`src/rtl/bus_data_sync.sv`:
```
// bus_data_sync: receive-side bus synchronizer into the CLK domain.
// BUS_ENABLE passes through a NUM_STAGES flop chain. Its synchronized rising
// edge captures UNSYNC_BUS into SYNC_BUS and raises ENABLE_PULSE for one cycle.
// Optional feature macro: BUS_DATA_SYNC_OVR_EN. When defined, it adds the
// DATA_ACK input and a sticky OVERRUN flag. OVERRUN is set when a new capture
// lands while the previous one has not yet been acknowledged.

module bus_data_sync #(
    parameter int BUS_WIDTH  = 8,
    parameter int NUM_STAGES = 2     // legal range 2..4
) (
    input  logic                 CLK,
    input  logic                 RST,
    input  logic [BUS_WIDTH-1:0] UNSYNC_BUS,
    input  logic                 BUS_ENABLE,
`ifdef BUS_DATA_SYNC_OVR_EN
    input  logic                 DATA_ACK,
    output logic                 OVERRUN,
`endif
    output logic [BUS_WIDTH-1:0] SYNC_BUS,
    output logic                 ENABLE_PULSE
);

    logic [NUM_STAGES-1:0] sync_stage;
    logic                  sync_en;
    logic                  prev_en;
    logic                  en_edge;

    // Plain shift chain for the asynchronous enable; no logic between stages.
    always_ff @(posedge CLK) begin
        if (RST) begin
            sync_stage <= '0;
        end else begin
            sync_stage <= {sync_stage[NUM_STAGES-2:0], BUS_ENABLE};
        end
    end

    assign sync_en = sync_stage[NUM_STAGES-1];

    // Delayed copy of the synchronized enable, used for rising-edge detection.
    always_ff @(posedge CLK) begin
        if (RST) begin
            prev_en <= 1'b0;
        end else begin
            prev_en <= sync_en;
        end
    end

    // prev_en clears on reset. An enable still high after reset therefore
    // produces a fresh edge once the chain refills.
    assign en_edge = sync_en & ~prev_en;

    // Capture the bus and strobe once per synchronized rising edge.
    always_ff @(posedge CLK) begin
        if (RST) begin
            SYNC_BUS     <= '0;
            ENABLE_PULSE <= 1'b0;
        end else if (en_edge) begin
            SYNC_BUS     <= UNSYNC_BUS;
            ENABLE_PULSE <= 1'b1;
        end else begin
            ENABLE_PULSE <= 1'b0;
        end
    end

`ifdef BUS_DATA_SYNC_OVR_EN
    logic pending;

    // Track unacknowledged captures. A new edge wins over a same-cycle ack,
    // because the ack refers to the data being replaced.
    always_ff @(posedge CLK) begin
        if (RST) begin
            pending <= 1'b0;
            OVERRUN <= 1'b0;
        end else if (en_edge) begin
            pending <= 1'b1;
            if (pending && !DATA_ACK) begin
                OVERRUN <= 1'b1;
            end
        end else if (DATA_ACK) begin
            pending <= 1'b0;
        end
    end
`endif

endmodule

```
`config.mk`:
```
export PLATFORM = sky130hd
export DESIGN_NAME = bus_data_sync
export DESIGN_NICKNAME = d
export VERILOG_FILES = /design/src/rtl/bus_data_sync.sv
export SDC_FILE = /design/constraint.sdc
export NUM_CORES = 1
export LEC_CHECK = 0
export ABC_AREA = 1
export BUFFER_PORTS_ARGS = -buffer_cell sky130_fd_sc_hd__buf_2
export CORE_AREA = 4 4 41 43
export CTS_BUF_LIST = sky130_fd_sc_hd__clkbuf_16
export DETAILED_ROUTE_END_ITERATION = 10
export DIE_AREA = 0 0 45 47
export GPL_TIMING_DRIVEN = 0
export PLACE_DENSITY_LB_ADDON = 0.2
export SKIP_LAST_GASP = 1
export SYNTH_ARGS = -nofsm -noshare
export SYNTH_HDL_FRONTEND = slang
export SYNTH_SLANG_ARGS = --single-unit
```
`constraint.sdc`:
```
create_clock -name CLK -period 1 [get_ports CLK]
set_clock_uncertainty 0.15 [all_clocks]
set_input_delay 0 -clock CLK [delete_from_list [all_inputs] [get_ports CLK]]
set_output_delay 0 -clock CLK [all_outputs]
set_load 0.1 [all_outputs]
```
; Word-level counts from Yosys, hierarchy flattened
; Index checks and enable logic that the tools add are counted.
[totals]
reg_bits = 12
output_inout_bits = 9
wordCells = 7
[classes]
muxes = 1
bitwise = 2
[op_table]
columns = op, count
row1 = $and A1 B1 Y1, 1
row2 = $mux W1, 1
row3 = $not A1 Y1, 1

; Longest topological paths before layout
[logic_depth]
depth_word = 3
ltp_mapped = 5
ltp_nobuf = 4

; Worst setup path before layout
; OpenSTA, ideal clock, no wires.
[synth_timing]
kind = register to register
start = register SYNC_BUS[0] (netlist name)
end = register SYNC_BUS[0]
setup_ns = 0.065
arrival_time_ns = 1.142
slack_ns = -0.357
path_stages_with_launch = 3
period_less_slack_ns = 1.357
path_cell_list = dfxtp_1 nor2_1 nor2_1
[synth_rtl]
columns = element, line_no
row1 = "end signal, assigned", 56  ; SYNC_BUS <= '0;
row2 = "end signal, assigned", 59  ; SYNC_BUS <= UNSYNC_BUS;
row3 = "end, declared", 20  ; output logic [BUS_WIDTH-1:0] SYNC_BUS,

; Final worst setup path
[layout_timing]
start = register ENABLE_PULSE
end = output port ENABLE_PULSE
[layout_rtl]
columns = element, line_no
row1 = "start, declared", 21  ; output logic ENABLE_PULSE
row2 = "start signal, assigned", 57  ; ENABLE_PULSE <= 1'b0;
row3 = "start signal, assigned", 60  ; ENABLE_PULSE <= 1'b1;
row4 = "start signal, assigned", 62  ; ENABLE_PULSE <= 1'b0;
; No word-level cell between the ends.

==> metrics <==
CTS root buf clkbuf_16; Syn Inst Count 63; Post-synth EDFFs 0; Worst Path Buf+Inv 1; post-route ant nets 0; Finished Cell Area 837 um2; VDD IR-drop max 0.956 mV; critical path's top delay family flip-flops; M1 WL 453 um; Synth Area in XOR/XNOR 0; Synth Area in Adders 0; IO Port Bufs 19; HPWL Detailed 643 um; Final Max Slew Viols 0; Final nets 108; crit end category output port; DR DRC count 0; fin cells 111; Syn Std Cell Area 458 um2; layout cell share with drive strength beyond 1 0.396; Clock Sinks 12; DR vias/cell 4.21; Synth Area in Compound Gates 0; first-pass GRT wire length 1.74 mm; ys async rst share 0; Initial DRT Pass Iterations 4; R2R Path End SYNC_BUS[5]$_SDFFE_PP0P_; largest net degree at the start of global routing 9; row count 13; vias in the first global route 421; clk slew on worst S/H paths 0.04 ns; TritonCTS buffer count 3; post-synthesis mux area share 0; failing checks hold timing; Distinct cells, synth 9; Setup violations, final 0; FF+latch count, synth 12; Mapped Avg Cell Area 7.27 um2; antenna cells 0; placed cells 97; Synth Area in Simple Gates 0.344; Fin Hold WS -0.186 ns; post-synth top area share 0.525; via count 467; Max clock buf depth 2; FF-to-FF path depth 4; Period minus WS final 0.969 ns; Max-cap violations 0; Final period util 0.969; Static Leak 0.417 nW; worst slew pin tran 0.278 ns; I/O pin count 20; largest family of logic cells by synthesized area simple AND/OR/NAND/NOR gates; crit path to ENABLE_PULSE; YS warnings 0; H-Tree Depth 1; wire length on met3 79 um; floorplan die height 47 um; Routed WL per cell 9.56 um; Hold Buf Count CTS 9; Post-Route WL 1.06 mm; Pwr Density 1810 nW/um2; outcome finished, violations left; fmax 1030 MHz; Max-slew headroom 0.816; synthesis-to-finish area growth 82.8%; setup slack, reg-to-reg 0.05 ns; count leader, synth nor2_1; RSZ-0062 raised after global routing true; routability cong. 0.668; critical path startpoint ENABLE_PULSE$_SDFF_PP0_; GR Overflow Total 0; Fin. Hold Viols 4; Core ar. 1300 um2; worst setup path class reg -> out; placed cell area 601 um2; FF-to-FF Start sync_stage[1]$_SDFF_PP0_; clock latency on the worst-skew pair 0.24 ns; DIE WIDTH 45 um; slowest CP cell dfxtp_2; Initial Utilization 0.352; CTS tree done; CP cell instances buf_4; total die area 2120 um2; CP max FO 1; nature of the critical path startpoint flip-flop; Initial DRC Count 4; fillers 117; most frequent cells after synthesis nor2_1 (19), dfxtp_1 (12), inv_1 (11); WP data required 0.85 ns; Synth area leader dfxtp_1; synth top area cells dfxtp_1 (52%), nor2_1 (16%), inv_1 (9.0%), nand3_1 (8.7%), nand2_1 (6.6%); CP arrival 0.82 ns; share of the yosys chip area belonging to registers 0.525; metal2 WL 496 um; initial antenna violation count 0; Top Layer Used met4; synthesized netlist net count 74; Levels on crit path 1; Worst path max stage delay 0.31 ns; Tot GR Track Use 0.118; Hold/Removal Path Class in -> reg; Top FF cell, synth dfxtp_1
## power by group
group          internal, mW  leakage [nW]  switching (mW)
Sequential            0.494         0.105          0.0151
Clock                 0.526        0.0385           0.201
Combinational        0.0962         0.273           0.186
## per-layer routing
metal	global-route usage	vias up
met2	0.189	15
met4	0.0877	0
met5	0	-
met1	0.132	195
met3	0.0383	5
li1	-	252
## flip-flops by register name, summed over array words and instances, names as in the netlist
name / count
ENABLE_PULSE: 1
SYNC_BUS: 8
prev_en: 1
sync_stage: 2
## area by class of cell
| class | count | area [um2] | share of cell area |
|---|---|---|---|
| sequential | 12 | 274 | 0.327 |
| tap | 15 | 18.8 | 0.0224 |
| multi-input combinational | 37 | 158 | 0.188 |
| clock inverter | 1 | 3.75 | 0.00448 |
| clock buffer | 3 | 75.1 | 0.0897 |
| inverter | 13 | 51.3 | 0.0613 |
| timing repair buffer | 30 | 256 | 0.306 |
## cells in the final DEF, fill, tap and decap left out, drive strengths merged
| cell | instances |
|---|---|
| nand2 | 8 |
| nand3 | 8 |
| nor3 | 1 |
| clkinv | 1 |
| inv | 13 |
| dlygate4sd3 | 9 |
| clkbuf | 3 |
| nor2 | 20 |
| dfxtp | 12 |
| buf | 21 |
## cells by family after synthesis
logic type / count (synthesis)
buffers and inverters: 14
and+or+nand+nor: 37
DFF: 12
## stage by stage
stage | setup WS [ns] | utilization | hold WS [ns] | power (mW) | setup TNS (ns)
floorplan | -0.0467 | - | -0.0806 | 0.701 | -0.0467
global placement | -0.0555 | 0.462 | 0.0508 | 0.745 | -0.409
detailed placement | -0.0777 | 0.462 | 0.0650 | 0.746 | -0.535
CTS | -0.0321 | 0.640 | -0.188 | 1.54 | -0.157
global route | -0.0375 | 0.643 | -0.173 | 1.59 | -0.0947
finish | 0.0313 | 0.643 | -0.186 | 1.52 | 0
## how the worst min path moves through the flow
stage	startpoint	to	depth (start not counted)
3_3_place_gp	BUS_ENABLE	sync_stage[0]$_SDFF_PP0_	3
2_1_floorplan	RST	ENABLE_PULSE$_SDFF_PP0_	1
5_1_grt	RST	sync_stage[1]$_SDFF_PP0_	2
6_report	RST	sync_stage[1]$_SDFF_PP0_	2
3_5_place_dp	BUS_ENABLE	sync_stage[0]$_SDFF_PP0_	3
4_1_cts	RST	sync_stage[1]$_SDFF_PP0_	2
## timing repair
action                                  4_1_cts  5_1_grt
gates resized for setup                      17        5
endpoints found under the setup margin       17       10
pin swaps                                     8        5
gates cloned                                  0        0
buffers inserted                              2        0
hold endpoints to repair                     12        4
No activity file was read; power rests on OpenSTA's default activity.
